**src/rtl/bram_stream_reader.sv**
```systemverilog
// Reads len consecutive 32-bit words from a BRAM port and streams them out
// through a 2-entry skid FIFO with valid/ready handshaking.
module bram_stream_reader #(
  parameter int LEN_W = 16
) (
  input  logic             clk,
  input  logic             rst,
  input  logic             start,
  input  logic             abort,
  input  logic [31:0]      base_addr,
  input  logic [LEN_W-1:0] len,
  output logic             bram_en,
  output logic [3:0]       bram_we,
  output logic [31:0]      bram_addr,
  input  logic [31:0]      bram_rdata,
  output logic             m_valid,
  input  logic             m_ready,
  output logic [31:0]      m_data,
  output logic             m_last,
  output logic             busy,
  output logic             done,
  output logic [LEN_W-1:0] count
);

  typedef enum logic {S_IDLE, S_RUN} state_t;

  localparam logic [LEN_W-1:0] ONE = LEN_W'(1);

  state_t           state_q, state_d;
  logic [29:0]      addr_q, addr_d;
  logic [LEN_W-1:0] len_q, len_d;
  logic [LEN_W-1:0] issued_q, issued_d;
  logic [LEN_W-1:0] count_q, count_d;
  logic             inflight_q, inflight_d;
  logic             wr_ptr_q, wr_ptr_d;
  logic             rd_ptr_q, rd_ptr_d;
  logic [1:0]       occ_q, occ_d;
  logic             done_q, done_d;
  logic [31:0]      mem_q [2];

  logic             issue, push, pop;
  logic [2:0]       room;
  logic             unused_base;

  assign unused_base = &{1'b0, base_addr[1:0]};

  assign m_valid   = (occ_q != 2'd0);
  assign m_data    = m_valid ? mem_q[rd_ptr_q] : 32'd0;
  assign m_last    = m_valid && (count_q == (len_q - ONE));
  assign bram_en   = issue;
  assign bram_we   = 4'b0000;
  assign bram_addr = {addr_q, 2'b00};
  assign busy      = (state_q == S_RUN);
  assign done      = done_q;
  assign count     = count_q;

  // Entries held plus the read still in flight must leave room after this cycle's pop.
  assign pop   = m_valid && m_ready;
  assign push  = (state_q == S_RUN) && inflight_q && !abort;
  assign room  = {1'b0, occ_q} + {2'b00, inflight_q} - {2'b00, pop};
  assign issue = (state_q == S_RUN) && !abort && (issued_q < len_q) && (room < 3'd2);

  always_ff @(posedge clk) begin
    if (rst) begin
      state_q    <= S_IDLE;
      addr_q     <= '0;
      len_q      <= '0;
      issued_q   <= '0;
      count_q    <= '0;
      inflight_q <= 1'b0;
      wr_ptr_q   <= 1'b0;
      rd_ptr_q   <= 1'b0;
      occ_q      <= 2'd0;
      done_q     <= 1'b0;
    end else begin
      state_q    <= state_d;
      addr_q     <= addr_d;
      len_q      <= len_d;
      issued_q   <= issued_d;
      count_q    <= count_d;
      inflight_q <= inflight_d;
      wr_ptr_q   <= wr_ptr_d;
      rd_ptr_q   <= rd_ptr_d;
      occ_q      <= occ_d;
      done_q     <= done_d;
    end
  end

  always_ff @(posedge clk) begin
    if (push) mem_q[wr_ptr_q] <= bram_rdata;
  end

  always_comb begin
    state_d    = state_q;
    addr_d     = addr_q;
    len_d      = len_q;
    issued_d   = issued_q;
    count_d    = count_q;
    inflight_d = inflight_q;
    wr_ptr_d   = wr_ptr_q;
    rd_ptr_d   = rd_ptr_q;
    occ_d      = occ_q;
    done_d     = done_q;

    case (state_q)
      S_IDLE: begin
        if (start) begin
          if (len != '0) begin
            addr_d     = base_addr[31:2];
            len_d      = len;
            issued_d   = '0;
            count_d    = '0;
            done_d     = 1'b0;
            inflight_d = 1'b0;
            wr_ptr_d   = 1'b0;
            rd_ptr_d   = 1'b0;
            occ_d      = 2'd0;
            state_d    = S_RUN;
          end else begin
            count_d = '0;
            done_d  = 1'b1;
          end
        end
      end

      S_RUN: begin
        inflight_d = issue;
        if (issue) begin
          addr_d   = addr_q + 30'd1;
          issued_d = issued_q + ONE;
        end
        if (push) wr_ptr_d = ~wr_ptr_q;
        if (pop) begin
          rd_ptr_d = ~rd_ptr_q;
          count_d  = count_q + ONE;
        end
        occ_d = occ_q + {1'b0, push} - {1'b0, pop};

        // Abort wins over completion; an accepted word in that cycle still counts.
        if (abort) begin
          occ_d      = 2'd0;
          inflight_d = 1'b0;
          state_d    = S_IDLE;
        end else if (pop && m_last) begin
          done_d  = 1'b1;
          state_d = S_IDLE;
        end
      end

      default: state_d = S_IDLE;
    endcase
  end

endmodule

```
**config.mk**
```make
export PLATFORM = sky130hd
export DESIGN_NAME = bram_stream_reader
export DESIGN_NICKNAME = d
export VERILOG_FILES = /design/src/rtl/bram_stream_reader.sv
export SDC_FILE = /design/constraint.sdc
export NUM_CORES = 1
export LEC_CHECK = 0
export ABC_AREA = 1
export CORE_ASPECT_RATIO = 1.1
export CORE_MARGIN = 8
export CORE_UTILIZATION = 29
export DETAILED_ROUTE_END_ITERATION = 8
export PLACE_DENSITY = 0.47
export SETUP_SLACK_MARGIN = 0.2
export SLEW_MARGIN = 20
export SYNTH_ARGS = -nofsm -noshare
export SYNTH_HDL_FRONTEND = slang
export SYNTH_SLANG_ARGS = --single-unit
```
**constraint.sdc**
```tcl
create_clock -name clk -period 5.4 [get_ports clk]
set_input_delay 1.35 -clock clk [delete_from_list [all_inputs] [get_ports clk]]
set_output_delay 1.35 -clock clk [all_outputs]
set_load 0.03 [all_outputs]
```
==> report_table.html <==
<table>
<tr><th>Metric</th><th>Value</th></tr>
<tr><th colspan="2">Status</th></tr>
<tr><td>Outcome</td><td>finished clean</td></tr>
<tr><th colspan="2">Finish</th></tr>
<tr><td>Multi-input gate area in the final layout</td><td>4204 um2</td></tr>
<tr><td>Fraction of layout instances using a drive strength above 1</td><td>7.686%</td></tr>
<tr><td>Count of non-filler cells in the finished layout</td><td>1643</td></tr>
<tr><td>Commonest cells after routing, fill and taps aside</td><td>sky130_fd_sc_hd__nand2_1, sky130_fd_sc_hd__clkdlybuf4s50_1, sky130_fd_sc_hd__nor2_1</td></tr>
<tr><td>Commonest non-fill, non-tap cell in the layout</td><td>sky130_fd_sc_hd__nand2_1</td></tr>
<tr><td>Ant diodes</td><td>0</td></tr>
<tr><td>Nets</td><td>between 1000 and 1500</td></tr>
<tr><td>Synth-to-layout area growth</td><td>30.37%</td></tr>
<tr><td>Sequential cell area</td><td>3643 um2</td></tr>
<tr><td>Fill cell count</td><td>about 3000</td></tr>
<tr><th colspan="2">Clocking</th></tr>
<tr><td># H-tree levels</td><td>4</td></tr>
<tr><td>Clock buffer count from CTS</td><td>17</td></tr>
<tr><td># clock sinks</td><td>150</td></tr>
<tr><td>CTS-repair resized insts</td><td>0</td></tr>
<tr><td>Clock-pin slew on the worst setup and hold paths</td><td>0.06 ns</td></tr>
<tr><td>Buffer count from post-CTS setup fixing</td><td>0</td></tr>
<tr><td>Clock Tree Root</td><td>sky130_fd_sc_hd__clkbuf_16</td></tr>
<tr><td>Clock tree buffer depth</td><td>2</td></tr>
<tr><td>Number of hold buffers added after cts</td><td>0</td></tr>
<tr><td>Clock latency at the later pin of the worst-skew pair</td><td>about 0.43 ns</td></tr>
<tr><td>Clock tree from TritonCTS</td><td>built</td></tr>
<tr><th colspan="2">Detailed routing</th></tr>
<tr><td>DR vias</td><td>7670</td></tr>
<tr><td>Drt first-iter violations</td><td>377</td></tr>
<tr><td>Routed WL</td><td>26.00 mm</td></tr>
<tr><td>Post-route DRC</td><td>0</td></tr>
<tr><td>DR pass1 iterations</td><td>5</td></tr>
<tr><td>Count of nets left with antenna violations after detail routing</td><td>0</td></tr>
<tr><td>Detailed-route vias per instance</td><td>approximately 4.7</td></tr>
<tr><td>Routed WL per cell</td><td>15.83 um</td></tr>
<tr><th colspan="2">Timing</th></tr>
<tr><td>Max-Slew Margin vs Limit</td><td>32.63%</td></tr>
<tr><td>Final total negative setup slack</td><td>0 ns</td></tr>
<tr><td>Pins Over Slew Limit</td><td>0</td></tr>
<tr><td>Final count of hold timing violations</td><td>0</td></tr>
<tr><td>Period utilization</td><td>92.99%</td></tr>
<tr><td>Tightest hold margin</td><td>0.4708 ns</td></tr>
<tr><td>Final setup violation count</td><td>0</td></tr>
<tr><td>Setup repair after global routing missed its margin</td><td>false</td></tr>
<tr><td>Post-Route Skew</td><td>0.01147 ns</td></tr>
<tr><td>Slew of the pin with the lowest slew margin</td><td>a little over 1 ns</td></tr>
<tr><td>Max Fclk</td><td>199.2 MHz</td></tr>
<tr><td>Final critical delay including setup and external delays</td><td>5.021 ns</td></tr>
<tr><th colspan="2">Power and ir drop</th></tr>
<tr><td>Leak</td><td>about 4.1 nW</td></tr>
<tr><td>Worst IR drop on VDD</td><td>0.1638 mV</td></tr>
<tr><td>Power density over cell area</td><td>262.7 nW/um2</td></tr>
<tr><th colspan="2">Die</th></tr>
<tr><td>Area inside the core boundary</td><td>between 20000 and 30000 um2</td></tr>
<tr><td>Initial Util</td><td>29.37%</td></tr>
<tr><td>Overall die area</td><td>34710 um2</td></tr>
<tr><td>Boundary Pins</td><td>roughly 170</td></tr>
<tr><td>Die boundary width</td><td>178.4 um</td></tr>
<tr><td>Floorplan row count</td><td>65</td></tr>
<tr><td>Y dimension of the die</td><td>194.6 um</td></tr>
<tr><th colspan="2">Yosys</th></tr>
<tr><td>Top cell type's share of synthesized area</td><td>22.85%</td></tr>
<tr><td>Post-synthesis cell count</td><td>1107</td></tr>
<tr><td>Main synth FF type</td><td>sky130_fd_sc_hd__dfxtp_1</td></tr>
<tr><td>Number of synthesized flops with an enable pin</td><td>64</td></tr>
<tr><td>Number of distinct standard cells referenced by the synthesized netlist</td><td>55</td></tr>
<tr><td>Count of warnings emitted by yosys</td><td>0</td></tr>
<tr><td>Mean instance size in the synthesized netlist</td><td>7.596 um2</td></tr>
<tr><td>Synth area leaders</td><td>sky130_fd_sc_hd__edfxtp_1, sky130_fd_sc_hd__dfxtp_1, sky130_fd_sc_hd__nand2_1</td></tr>
<tr><td>Library cell occupying the most area in the post-synthesis netlist</td><td>sky130_fd_sc_hd__edfxtp_1</td></tr>
<tr><td>Synth async-reset ratio</td><td>0%</td></tr>
<tr><td>Register bit count reported by yosys</td><td>150</td></tr>
<tr><td>Share of the yosys chip area belonging to registers</td><td>between 40% and 50%</td></tr>
<tr><td>Summed instance area of the synthesized netlist</td><td>8409 um2</td></tr>
<tr><th colspan="2">Critical path</th></tr>
<tr><td>Startpoint types</td><td>input port</td></tr>
<tr><td>R2r startpoint</td><td>occ_q[1]$_SDFFE_PP0P_</td></tr>
<tr><td>R2R Path End</td><td>addr_q[20]$_SDFFE_PP0P_</td></tr>
<tr><td>Setup slack on the worst flop-to-flop path</td><td>1.62 ns</td></tr>
<tr><td>Cell count of the worst reg-to-reg path</td><td>17</td></tr>
<tr><td>Beginning of the critical path</td><td>m_ready</td></tr>
<tr><td>Maximum fanout along the worst path</td><td>4</td></tr>
<tr><td>Endpoint required time on the critical path</td><td>roughly 4.1 ns</td></tr>
<tr><td>Crit path DAT</td><td>3.67 ns</td></tr>
<tr><td>Class of the most critical setup path</td><td>in2out</td></tr>
<tr><td>Sort of element at the end of the critical path</td><td>output pin</td></tr>
<tr><th colspan="2">Placement</th></tr>
<tr><td>Dpl hpwl</td><td>18.91 mm</td></tr>
<tr><td>Count of input and output buffers</td><td>165</td></tr>
<tr><td>Placed Instances</td><td>around 1600</td></tr>
<tr><td>Routability Congestion</td><td>0.9053</td></tr>
<tr><th colspan="2">GRT</th></tr>
<tr><td>Vias in the first global route</td><td>7671</td></tr>
<tr><td>Global-route wire length before repair</td><td>approximately 42 mm</td></tr>
<tr><td>Maximum number of pins on one net before global-route repair</td><td>49</td></tr>
<tr><td>Initial antenna violation count</td><td>1</td></tr>
<tr><td>Overall fraction of global-route tracks in use</td><td>15.19%</td></tr>
<tr><td>Total overflow reported by the global router</td><td>0</td></tr>
<tr><th colspan="2">Run</th></tr>
<tr><td>Max-Cap Viols</td><td>0</td></tr>
<tr><th colspan="2">Hold path</th></tr>
<tr><td>Worst hold-check path type</td><td>reg2reg</td></tr>
<tr><td>Number of instances on the worst hold path</td><td>1</td></tr>
<tr><td>Beginning of the worst hold path</td><td>rd_ptr_q$_SDFFE_PP0P_</td></tr>
</table>
## metrics by stage
stage	instance area, um2	power (mW)	setup slack [ns]	util [%]
4_1_cts	10960	2.925	0.2622	38.28
6_report	10960	2.880	0.3787	38.30
2_1_floorplan	8428	1.558	0.9276	-
5_1_grt	10960	3.029	0.2379	38.30
3_3_place_gp	10390	1.740	0.2582	36.29
3_5_place_dp	10390	1.741	0.2769	36.29
## critical path: stages
cell	delay, ns
sky130_fd_sc_hd__clkdlybuf4s50_1	0.52
sky130_fd_sc_hd__nand2_2	0.11
sky130_fd_sc_hd__inv_1	0.15
sky130_fd_sc_hd__ha_1	0.25
sky130_fd_sc_hd__inv_1	0.05
sky130_fd_sc_hd__nand2_1	0.05
sky130_fd_sc_hd__fa_1	0.37
sky130_fd_sc_hd__or2_0	0.22
sky130_fd_sc_hd__a21boi_2	0.18
sky130_fd_sc_hd__nand4_4	0.12
sky130_fd_sc_hd__inv_2	0.13
sky130_fd_sc_hd__buf_4	0.17
## kinds of logic after synthesis
group	synth area share, %
AND/OR/NAND/NOR	28.89
AO/OA/AOI/OAI	12.78
flip-flops	43.33
buffers and inverters	7.068
XOR/XNOR	4.374
adder cells (fa/ha/maj)	3.511
other	0.04459
## registers in the layout (all words and copies together) (netlist names), named ones only
signal	flops
addr_q	30
busy	1
count	16
done	1
inflight_q	1
issued_q	16
len_q	16
mem_q	64
occ_q	2
rd_ptr_q	1
wr_ptr_q	1
## cells in the mapped netlist, types with 3 or more instances
cell type,instances
sky130_fd_sc_hd__a211oi_1,6
sky130_fd_sc_hd__a21oi_1,81
sky130_fd_sc_hd__a21oi_2,13
sky130_fd_sc_hd__a31oi_1,5
sky130_fd_sc_hd__buf_1,3
sky130_fd_sc_hd__buf_2,8
sky130_fd_sc_hd__buf_4,7
sky130_fd_sc_hd__clkbuf_1,24
sky130_fd_sc_hd__dfxtp_1,86
sky130_fd_sc_hd__edfxtp_1,64
sky130_fd_sc_hd__ha_1,22
sky130_fd_sc_hd__inv_1,87
sky130_fd_sc_hd__inv_2,7
sky130_fd_sc_hd__nand2_1,275
sky130_fd_sc_hd__nand2_2,11
sky130_fd_sc_hd__nand3_1,57
sky130_fd_sc_hd__nand4_1,13
sky130_fd_sc_hd__nor2_1,149
sky130_fd_sc_hd__nor2_2,4
sky130_fd_sc_hd__nor3_1,20
sky130_fd_sc_hd__nor3_2,3
sky130_fd_sc_hd__nor4_1,13
sky130_fd_sc_hd__o21ai_0,67
sky130_fd_sc_hd__or2_2,3
sky130_fd_sc_hd__xnor2_1,14
sky130_fd_sc_hd__xor2_1,28
## per-layer routing
| layer | global-route usage, % | up-vias | routed length, um |
|---|---|---|---|
| li1 | - | 3970 | - |
| met2 | 24.82 | 194 | 12250 |
| met1 | 19.19 | 3480 | 11560 |
| met5 | 0 | - | 13 |
| met4 | 4.076 | 2 | 383 |
| met3 | 4.323 | 24 | 1793 |
## power breakdown
part	switching, mW	internal (mW)	leakage [nW]
clock	0.521	0.647	0.275
sequential	0.0485	1.22	1.28
combinational	0.270	0.179	2.57
total	0.839	2.04	4.13
## worst max path at each step
| stage | end | cells after the start |
|---|---|---|
| 2_1_floorplan | bram_en | 10 |
| 3_3_place_gp | bram_en | 12 |
| 3_5_place_dp | bram_en | 12 |
| 4_1_cts | bram_en | 12 |
| 5_1_grt | bram_en | 12 |
| 6_report | bram_en | 12 |
## layout make-up
class | instances | area share (%)
Clock buffer | 17 | 3.880
Inverter | 95 | 3.276
Sequential cell | 150 | 33.23
Timing Repair Buffer | 176 | 15.75
Tap cell | 368 | 4.200
Multi-Input combinational cell | 822 | 38.35
Clock inverter | 15 | 1.312
Power figures use the tool's default switching activity.
